--- config.mk ---
export PLATFORM = sky130hd
export DESIGN_NAME = stack_ctrl
export DESIGN_NICKNAME = d
export VERILOG_FILES = /design/src/rtl/stack_ctrl.sv
export SDC_FILE = /design/constraint.sdc
export NUM_CORES = 1
export LEC_CHECK = 0
export BUFFER_PORTS_ARGS = -buffer_cell sky130_fd_sc_hd__buf_2
export CAP_MARGIN = 25
export CORE_ASPECT_RATIO = 1.25
export CORE_MARGIN = 2
export CORE_UTILIZATION = 35
export DETAILED_ROUTE_END_ITERATION = 10
export GPL_ROUTABILITY_DRIVEN = 0
export SYNTH_ARGS = -nofsm -noshare
export SYNTH_HDL_FRONTEND = slang
export SYNTH_SLANG_ARGS = --single-unit
--- constraint.sdc ---
create_clock -name clk -period 4.65 [get_ports clk]
set_input_delay 0.465 -clock clk [delete_from_list [all_inputs] [get_ports clk]]
set_output_delay 0.465 -clock clk [all_outputs]
set_load 0.01 [all_outputs]
--- src/rtl/stack_ctrl.sv ---
// Pointer/sequencing front-end for a 2R/1W data stack memory.
// One op per accepted request; SWAP spends a second cycle in SWAP2 for its extra write.
module stack_ctrl #(
    parameter int WIDTH = 6,
    parameter int SIZE  = 64
) (
    input  logic             clk,
    input  logic             rst_n,
    input  logic             op_valid,
    output logic             op_ready,
    input  logic [2:0]       op,
    input  logic [15:0]      din,
    output logic [15:0]      tos,
    output logic [15:0]      nos,
    output logic [WIDTH:0]   depth,
    output logic             empty,
    output logic             full,
    output logic             err_overflow,
    output logic             err_underflow,
    input  logic             err_clear,
    output logic [WIDTH-1:0] mem_dout_addr0,
    input  logic [15:0]      mem_dout0,
    output logic [WIDTH-1:0] mem_dout_addr1,
    input  logic [15:0]      mem_dout1,
    output logic             mem_we,
    output logic [WIDTH-1:0] mem_din_addr,
    output logic [15:0]      mem_din
);

    typedef enum logic {IDLE, SWAP2} state_t;

    typedef enum logic [2:0] {
        OP_NOP  = 3'd0,
        OP_PUSH = 3'd1,
        OP_POP  = 3'd2,
        OP_DUP  = 3'd3,
        OP_OVER = 3'd4,
        OP_SWAP = 3'd5,
        OP_REPL = 3'd6,
        OP_BIN  = 3'd7
    } op_t;

    localparam logic [WIDTH:0] SP_FULL = (WIDTH+1)'(SIZE);

    state_t           state;
    logic [WIDTH:0]   sp;
    logic [15:0]      swap_latch;

    logic             accept;
    logic             lt1;
    logic             lt2;
    logic             ovf;
    logic             udf;
    logic             we;
    logic             to_swap;
    logic [WIDTH-1:0] sp_lo;
    logic [WIDTH-1:0] waddr;
    logic [15:0]      wdata;
    logic [WIDTH:0]   sp_nx;

    assign sp_lo          = sp[WIDTH-1:0];
    assign mem_dout_addr0 = sp_lo - WIDTH'(1);
    assign mem_dout_addr1 = sp_lo - WIDTH'(2);

    assign depth    = sp;
    assign empty    = (sp == '0);
    assign full     = (sp == SP_FULL);
    assign lt1      = (sp < (WIDTH+1)'(1));
    assign lt2      = (sp < (WIDTH+1)'(2));
    assign op_ready = (state == IDLE);
    assign accept   = op_valid && op_ready;

    assign tos = lt1 ? '0 : mem_dout0;
    assign nos = lt2 ? '0 : mem_dout1;

    always_comb begin
        ovf     = 1'b0;
        udf     = 1'b0;
        we      = 1'b0;
        to_swap = 1'b0;
        waddr   = sp_lo;
        wdata   = din;
        sp_nx   = sp;
        if (state == SWAP2) begin
            we    = 1'b1;
            waddr = sp_lo - WIDTH'(2);
            wdata = swap_latch;
        end else if (accept) begin
            case (op_t'(op))
                OP_PUSH: begin
                    if (full) ovf = 1'b1;
                    else begin
                        we    = 1'b1;
                        sp_nx = sp + 1'b1;
                    end
                end
                OP_POP: begin
                    if (lt1) udf = 1'b1;
                    else     sp_nx = sp - 1'b1;
                end
                // Underflow is tested before overflow so DUP on empty reports underflow.
                OP_DUP: begin
                    if (lt1)       udf = 1'b1;
                    else if (full) ovf = 1'b1;
                    else begin
                        we    = 1'b1;
                        wdata = tos;
                        sp_nx = sp + 1'b1;
                    end
                end
                OP_OVER: begin
                    if (lt2)       udf = 1'b1;
                    else if (full) ovf = 1'b1;
                    else begin
                        we    = 1'b1;
                        wdata = nos;
                        sp_nx = sp + 1'b1;
                    end
                end
                OP_SWAP: begin
                    if (lt2) udf = 1'b1;
                    else begin
                        we      = 1'b1;
                        waddr   = sp_lo - WIDTH'(1);
                        wdata   = nos;
                        to_swap = 1'b1;
                    end
                end
                OP_REPL: begin
                    if (lt1) udf = 1'b1;
                    else begin
                        we    = 1'b1;
                        waddr = sp_lo - WIDTH'(1);
                    end
                end
                OP_BIN: begin
                    if (lt2) udf = 1'b1;
                    else begin
                        we    = 1'b1;
                        waddr = sp_lo - WIDTH'(2);
                        sp_nx = sp - 1'b1;
                    end
                end
                default: ;
            endcase
        end
    end

    assign mem_we       = we && rst_n;
    assign mem_din_addr = waddr;
    assign mem_din      = wdata;

    always_ff @(posedge clk or negedge rst_n) begin
        if (!rst_n) begin
            state         <= IDLE;
            sp            <= '0;
            swap_latch    <= '0;
            err_overflow  <= 1'b0;
            err_underflow <= 1'b0;
        end else begin
            sp <= sp_nx;
            if (state == SWAP2) begin
                state <= IDLE;
            end else if (to_swap) begin
                state      <= SWAP2;
                swap_latch <= tos;
            end
            // A fresh error outranks a simultaneous clear.
            if (ovf)            err_overflow <= 1'b1;
            else if (err_clear) err_overflow <= 1'b0;
            if (udf)            err_underflow <= 1'b1;
            else if (err_clear) err_underflow <= 1'b0;
        end
    end

endmodule

---- Word-level counts from Yosys, hierarchy flattened ----
Index checks and enable logic that the tools add are counted.
Widths: inputs -> output; s select.
storage, ports and cells
  flip-flop bits (word level) ............. 26
  bits in latches ......................... 0
  bits in writable memories ............... 0
  ROM bits ................................ 0
  input bits .............................. 55
  output and inout port bits .............. 79
  word-level logic and storage cells ...... 84
  memories kept ........................... 0
operators by class
  add/subtract/negate cells ............... 4
  multipliers ............................. 0
  divide/modulo/power cells ............... 0
  $lt $le $gt $ge ......................... 2
  eq/ne operators ......................... 12
  shift-type cells ........................ 0
  mux-type cells .......................... 49
  bitwise logic cells ..................... 1
  reduce and logical (&&, ||, !) cells .... 11
operators with widths
  cell                 count
  $mux 16              9
  $pmux 16 s3          1
  $mux 7               5
  $pmux 7 s5           1
  $mux 6               5
  $mux 1               24
  $pmux 6 s3           1
  $eq 3x3->1 const B   4
  $ne 2x2->1 const B   4
  $add 7x1->7 const B  1
  $eq 7x7->1 const B   1
  $logic_not 7->1      1
  $lt 7x1->1 const B   1
  $lt 7x2->1 const B   1
  $reduce_and 7->1     1
  $sub 7x1->7 const B  1
  $eq 3x2->1 const B   2
  $reduce_or 3->1      2
  $sub 6x1->6 const B  1
  $sub 6x2->6 const B  1
  $pmux 1 s5           1
  $reduce_bool 5->1    1
  $reduce_bool 2->1    2
  $eq 3x1->1 const B   1
  other kinds (6)      7

---- Depth between registers and ports, before layout ----
Gate-level depths: netlist of run 1.
  depth in word-level cells ............... 7
  depth in mapped cells ................... 10
  gate-level depth less buffers ........... 8

---- Worst setup path before layout of run 1 ----
OpenSTA, ideal clock, no wires.
  kind .................................... flip-flop to output port
  from .................................... register sp[1] (netlist: depth[1])
  to ...................................... output port mem_din[10]
  data arrival time ....................... 2.170 ns
  required time ........................... 4.185 ns
  setup slack ............................. 2.015 ns
  stages on the path, launching flop included .. 10
  buffers on the path ..................... 2
  cells stage by stage .................... dfrtp_1 -> inv_1 -> ha_1 -> nor2b_1 -> nand2_2 -> o21a_1 -> buf_6 -> buf_4 -> mux2i_1 -> o211ai_1
between the ends
  cells in the longest elaborated chain, start to end .. 7
  elaborated cells on any way between the ends .. 13
  those cells by class .................... order compare: 2; eq/ne: 1; mux: 10
ends and longest elaborated chain
  what                                             RTL line  text
  start: declaration                               46        logic [WIDTH:0] sp;
  start signal: assignment                         161       sp <= sp_nx;
  $lt 7x2->1 / $lt 7x1->1 (equally long branches)  69, 68
  $mux 16 (on tied branches)                       74, 73
  $mux 16 (on tied branches)                       113, 104
  $mux 16 (on tied branches)                       112, 103
  $pmux 16 s3 (*)                                  89        case (op_t'(op))
  $mux 16 (*)                                      88        end else if (accept) begin
  $mux 16 (*)                                      84        if (state == SWAP2) begin
  end: declaration                                 27        output logic [15:0] mem_din
Every way passes the cells marked *; elsewhere a longest branch is shown, timed or not.

---- Final worst setup path of run 1 ----
  from .................................... register sp[1] (netlist: depth[1])
  to ...................................... output port mem_din[12]
Same word-level chain as after synthesis.

==> metrics.csv, run 1 <==
stage,metric,value,unit
run_status,status,"finished, final reports clean",
clocking,cts.repair.resized,0,
critical_path,cp_slowest_cell,o21a_1,
power,power_frac_seq,29.8,%
cells_and_area,multi_input_comb_area,1819,um2
synthesis,synth.mux.area_fraction,13.65,%
critical_path,ff2ff_path_depth,6,
sta,rsz0062_at_grt,false,
critical_path,reg2reg_slack,1.96,ns
synthesis,synth_compound_area_share,24.89,%
synthesis,synth_area_leaders,"dfrtp_1, and2_1, mux2_2",
grt,grt_antenna_before_repair,0,
sta,slew_headroom,33.17,%
grt,grt_max_degree,30,
critical_path,critPathKind,reg -> out,
clocking,root_buffer,clkbuf_8,
detailed_routing,antenna_left,0,
sta,fin_setup_tns,0,ns
power,swShare,45.68,%
synthesis,yosys_register_bits,26,
detailed_routing,first_pass_iters,6,
synthesis,synthAdderAreaFrac,2.740,%
detailed_routing,dr_total_vias,2894,
power,p_int,0.7628,mW
critical_path,regToRegStartpoint,depth[1],
power,clkPwrFrac,14.3,%
grt,grt-ovfl-total,0,
critical_path,path_cells,"inv_1, ha_1, nor2b_1, nand2_2, o21a_1, a32o_1, a221o_1, buf_2",
critical_path,cp-end-kind,primary output,
clocking,cts_buffers,3,
detailed_routing,wl,9093,um
synthesis,synthSimpleGateAreaFrac,23.10,%
detailed_routing,drtIter0Drc,249,
cells_and_area,area.growth.synth_to_final,27.40,%
critical_path,critPathMaxStageDelay,0.51,ns
grt,grt_use_total,21.38,%
cells_and_area,fillers,755,
synthesis,ys.flop_type,dfrtp_1,
detailed_routing,drc,0,
synthesis,syn-num-nets,372,
clocking,cts_setup_buffers,0,
sta,finClkSkew,0.006674,ns
synthesis,async_reset_ff_share,100.0,%
clocking,htreeDepth,1,
power,ir_worst_vdd,0.3077,mV
critical_path,crit_start,depth[1],
clocking,clk-insertion-delay-late,0.28,ns
cells_and_area,antenna_cells,0,
floorplanning,die_y,101.3,um
clocking,holdBufCountCts,0,
sta,maxClockFrequency,268.3,MHz
synthesis,yosys.area.top_type,dfrtp_1,
synthesis,synth-seq-area-share,24.56,%
clocking,clkSinkCount,26,
synthesis,synth_xor_area_share,4.299,%
sta,hold_slack,0.2033,ns
grt,grt_pass1_wl,13910,um
sta,finalCritPeriodShare,80.16,%
cells_and_area,layout-drive-gt1-share,39.58,%
critical_path,r2r-end,swap_latch[13],
power,power_density,416.2,nW/um2
sta,final_max_slew_viol_count,0,
synthesis,synth_cells,312,
place,io_buffers,133,
power,switching_power,0.6416,mW
cells_and_area,num-nets-final,488,
sta,hold_viol,0,
synthesis,synth_top_area_share,24.56,%
clocking,clockBufferDepth,2,
place,post_dp_cell_area,3296,um2
synthesis,yosysWarnings,0,
critical_path,cp.arrival,3.26,ns
grt,grt_pass1_vias,2687,
cells_and_area,register_area,650.6,um2
clocking,cts_tree,built,
synthesis,syn_area_per_cell,8.490,um2
power,power.leakage,1.633,nW
synthesis,synth_top_family_by_area,compound AO/OA/AOI/OAI gates,
synthesis,ys_types,58,
synthesis,synth_edf_count,0,
floorplanning,start_util,36.00,%
critical_path,cp_data_required_time,4.18,ns
sta,finalSetupViolCount,0,
floorplanning,io_pins,134,
clocking,clk_pin_slew,0.11,ns
synthesis,synth_common_cells,"and2_1, dfrtp_1, o21ai_0",
detailed_routing,drt-vias-per-instance,5.576,
power,combPwrFrac,55.9,%
place,hpwl,6809,um
floorplanning,die_w,81.81,um
synthesis,syn_area,2649,um2
floorplanning,core,7357,um2
synthesis,yosysMostFrequentCell,and2_1,
critical_path,worst-path-max-fanout,26,
critical_path,endpoint,mem_din[12],
cells_and_area,design_area,3374,um2
min_path,hold_path.class,in -> async,
job,drv_cap,0,
critical_path,start_kind,flop,
sta,period_needed,3.728,ns
detailed_routing,detail_route.wl_per_cell,17.52,um
sta,worst_pin_slew,1.002,ns
floorplanning,die_area,8284,um2
floorplanning,num_rows,35,
[cell type report]
cell class / count / share of cell area, %
Sequential cell: 26 / 19.28
Clock inverter: 1 / 0.8899
Clock buffer: 3 / 1.224
Inverter: 12 / 1.335
Timing Repair Buffer: 134 / 19.95
Multi-Input combinational cell: 251 / 53.91
Tap cell: 92 / 3.411
[worst min-delay path by stage]
stage | startpoint | to | slack (ns) | cells past startpoint
detailed placement | swap_latch[5] | swap_latch[5] | 0.50 | 1
global placement | swap_latch[8] | swap_latch[8] | 0.49 | 1
finish | rst_n | depth[0] | 0.20 | 1
global route | rst_n | depth[0] | 0.25 | 1
CTS | rst_n | err_overflow | 0.25 | 1
floorplan | rst_n | depth[0] | 0.17 | 0
[worst max-delay path, delay by kind of cell, from the launching register on]
kind            cells  cell delay [ns]
fa+ha+maj           1             0.28
simple gates        2             0.71
buf+inv             2             0.34
flops               1             0.49
compound gates      3             1.15
[stage by stage]
| stage | utilization [%] | instances | setup slack (ns) | power [mW] |
|---|---|---|---|---|
| after global routing | 45.87 | 519 | 0.6327 | 1.521 |
| after floorplan | - | 312 | 2.015 | 0.9187 |
| after detailed placement | 44.80 | 514 | 1.242 | 1.203 |
| after global placement | 44.80 | 514 | 1.400 | 1.197 |
| after CTS | 45.77 | 518 | 0.9158 | 1.411 |
| final | 45.87 | 519 | 0.9224 | 1.404 |
[placed cells by master, fill, tap and decap left out, types with 3 or more instances in the layout]
| master | Yosys | final |
|---|---|---|
| o211ai_1 | 17 | 17 |
| clkbuf_8 | 0 | 3 |
| dfrtp_1 | 26 | 26 |
| nand3_1 | 5 | 5 |
| ha_1 | 5 | 5 |
| buf_2 | 8 | 133 |
| xor2_1 | 5 | 5 |
| a22oi_1 | 16 | 16 |
| nand4_1 | 4 | 4 |
| nand2_1 | 12 | 12 |
| o21ai_0 | 25 | 25 |
| inv_1 | 12 | 12 |
| and2_1 | 34 | 34 |
| mux2i_1 | 17 | 17 |
| nor2_1 | 10 | 10 |
| xnor2_1 | 8 | 8 |
| nand2b_1 | 7 | 7 |
| nor3_1 | 8 | 8 |
| nor2b_1 | 3 | 3 |
| a21oi_1 | 11 | 11 |
| mux2_2 | 17 | 17 |
[kinds of logic after synthesis]
group                    Yosys count
multiplexers                      34
adder cells (fa/ha/maj)            6
AO/OA/AOI/OAI                     96
flip-flops                        26
buffers and inverters             35
AND/OR/NAND/NOR                  102
XOR/XNOR                          13
[per-layer routing]
metal	vias to the layer above	GRT usage (%)	wire (um)
met2	108	36.77	4728
met4	0	5.000	138
met3	12	2.763	535
met5	-	0	0
li1	1387	-	-
met1	1387	28.27	3690
[registers in the layout (all words and copies together), names as in the netlist]
signal / cells
depth: 7
err_overflow: 1
swap_latch: 16
err_underflow: 1
state: 1
[power groups by stage]
stage          sequential, mW  clock (mW)  combinational (mW)
5_1_grt                 0.435       0.219               0.867
6_report                0.419       0.201               0.785
4_1_cts                 0.416       0.208               0.787
3_5_place_dp            0.421           0               0.782
2_1_floorplan           0.373           0               0.546
3_3_place_gp            0.418           0               0.779
(Power assumes the default switching activity.)
==> run 2, diff against run 1 <==
--- a/config.mk
+++ b/config.mk
@@ -12,6 +12,7 @@
 export CORE_UTILIZATION = 35
 export DETAILED_ROUTE_END_ITERATION = 10
 export GPL_ROUTABILITY_DRIVEN = 0
+export PLACE_DENSITY = 0.67
 export SYNTH_ARGS = -nofsm -noshare
 export SYNTH_HDL_FRONTEND = slang
 export SYNTH_SLANG_ARGS = --single-unit
==> constraint.sdc (replaced) <==
create_clock -name clk -period 3.2 [get_ports clk]
set_input_delay 0.32 -clock clk [delete_from_list [all_inputs] [get_ports clk]]
set_output_delay 0.32 -clock clk [all_outputs]
set_load 0.01 [all_outputs]
==> run 2 against run 1 <==
  * Via count rose by 4.1%
  * Register-to-register slack worse by 1.3 ns
  * Hold slack worse by 0.20 ns
  * Largest cell class unchanged
==> metrics.csv, run 2 (synthesized netlist as in run 1, its figures left out) <==
stage,metric,value,unit,change
place,placedCellCount,524,,was 514
sta,final_max_slew_viol_count,0,,unchanged
power,ir_worst_vdd,0.5017,mV,was 0.3077 mV
cells_and_area,layout-drive-gt1-share,41.65,%,was 39.58%
floorplanning,io_pins,134,,unchanged
place,dp_slack,0.3329,ns,was 1.242 ns
clocking,htreeDepth,1,,unchanged
clocking,cts_tree,built,,unchanged
clocking,cts_buffers,3,,unchanged
grt,grt_pass1_vias,2937,,"was 2,687"
detailed_routing,drc,0,,unchanged
grt,grt_antenna_before_repair,0,,unchanged
cells_and_area,stdcell_count,529,,was 519
power,power.leakage,1.686,nW,was 1.633 nW
floorplanning,num_rows,35,,unchanged
detailed_routing,wl,9252,um,was 9093 um
clocking,root_buffer,clkbuf_8,,unchanged
sta,hold_slack,0.008061,ns,was 0.2033 ns
power,power_density,600.5,nW/um2,was 416.2 nW/um2
grt,grt_pass1_wl,14110,um,"was 13,910 um"
cells_and_area,num-nets-final,498,,was 488
sta,finalCritPeriodShare,95.63,%,
clocking,clk-insertion-delay-late,0.29,ns,was 0.28 ns
grt,grt_use_total,21.56,%,was 21.38%
detailed_routing,drt-vias-per-instance,5.694,,was 5.576
floorplanning,die_w,81.81,um,unchanged
critical_path,cp.arrival,2.74,ns,was 3.26 ns
detailed_routing,dr_total_vias,3012,,"was 2,894"
run_status,status,"finished, final reports clean",,unchanged
sta,hold_viol,0,,unchanged
clocking,clk_pin_slew,0.11,ns,about the same
floorplanning,die_area,8284,um2,unchanged
critical_path,worst-path-max-fanout,25,,was 26
detailed_routing,first_pass_iters,5,,was 6
job,drv_cap,0,,unchanged
place,io_buffers,133,,unchanged
sta,slew_headroom,28.67,%,was 33.17%
min_path,hold_path.class,in -> async,,unchanged
critical_path,cp_data_required_time,2.88,ns,was 4.18 ns
clocking,clockBufferDepth,2,,unchanged
detailed_routing,drtIter0Drc,231,,was 249
sta,maxClockFrequency,326.8,MHz,
critical_path,start_kind,flop,,unchanged
cells_and_area,layout_common_cells,"buf_2, and2_1, o21ai_0, dfrtp_1",,"was buf_2, and2_1, dfrtp_1, o21ai_0"
sta,finalSetupViolCount,0,,unchanged
grt,grt-ovfl-total,0,,unchanged
sta,setup_ws,0.1398,ns,was 0.9224 ns
detailed_routing,detail_route.wl_per_cell,17.49,um,was 17.52 um
critical_path,cp-end-kind,primary output,,unchanged
place,hpwl,6990,um,was 6809 um
cells_and_area,antenna_cells,0,,unchanged
cells_and_area,final_common_cell,buf_2,,unchanged
cells_and_area,max_flop_register,swap_latch,,unchanged
floorplanning,core,7357,um2,unchanged
clocking,clkSinkCount,26,,unchanged
sta,worst_pin_slew,1.070,ns,was 1.002 ns
grt,grt_max_degree,29,,was 30
floorplanning,die_y,101.3,um,unchanged
detailed_routing,antenna_left,0,,unchanged
sta,period_needed,3.060,ns,
sta,rsz0062_at_grt,true,,was false
floorplanning,start_util,36.00,%,unchanged
sta,finClkSkew,0.006247,ns,was 0.006674 ns
cells_and_area,area.growth.synth_to_final,31.32,%,was 27.40%
cells_and_area,largest_reg_flops,16,,unchanged
critical_path,critPathKind,reg -> out,,unchanged
-- run 2: cell count changes in the layout (fill, tap and decap cells not counted) --
cell | previous run | this run
o21a_1 | 1 | 0
dfrtp_2 | 0 | 1
o32ai_1 | 2 | 1
buf_4 | 1 | 10
o32ai_2 | 0 | 1
o21a_4 | 0 | 1
buf_12 | 0 | 1
dfrtp_1 | 26 | 25
-- run 2: area by class of cell --
type,count,area (um2)
multi-input cells,251,1834
fillers,741,3879
repair buffers,144,760.7
clock buffers,3,41.29
clock inverters,1,30.03
well taps,92,115.1
inverters,12,45.04
flip-flops and latches,26,651.9
-- run 2: metal layers --
| metal | track usage, % | part of all wire [%] |
|---|---|---|
| met4 | 10.64 | 3.2 |
| met3 | 2.050 | 6.3 |
| met1 | 26.98 | 39 |
| met5 | 0 | 0 |
| met2 | 36.59 | 51 |
-- run 2: what timing repair did --
action,in CTS,in global routing
gates resized for setup,1,3
hold endpoints to repair,0,0
hold buffers,0,0
pin swaps,0,1
endpoints found under the setup margin,3,18
buffers inserted,0,1
-- run 2: path summary, 6_finish.rpt --
path                               start        endpoint  slack (ns)  cells after the start
max                             depth[1]     mem_din[14]        0.14                      9
max in group asynchronous          rst_n        depth[1]        2.90                      2
max reg2reg                     depth[1]  swap_latch[12]        0.66                      7
min reg2reg                swap_latch[4]   swap_latch[4]        0.52                      1
min in group clk               err_clear   err_underflow        0.21                      2
min                                rst_n        depth[5]       0.008                      2
-- run 2: through the flow --
step | utilization (%) | total power, mW | setup TNS, ns | cell area, um2
floorplan | - | 1.335 | 0 | 2649
global placement | 45.82 | 1.778 | 0 | 3371
detailed placement | 45.82 | 1.792 | 0 | 3371
CTS | 46.80 | 2.088 | 0 | 3443
global route | 47.28 | 2.233 | -0.01837 | 3478
finish | 47.28 | 2.089 | 0 | 3478
-- run 2: critical path: stages, from the launching register on --
cell     delay (ns)
dfrtp_2        0.44
inv_1          0.13
ha_1           0.29
nor2b_1        0.21
nand2_2        0.12
buf_4          0.27
o21ai_0        0.20
a211o_1        0.32
a221o_1        0.31
buf_2          0.14
-- run 2: power breakdown --
| group | leakage (nW) | switching [mW] | internal [mW] |
|---|---|---|---|
| clock network | 0.0357 | 0.123 | 0.168 |
| logic | 1.33 | 0.704 | 0.544 |
| registers | 0.316 | 0.116 | 0.435 |
| total | 1.69 | 0.942 | 1.15 |
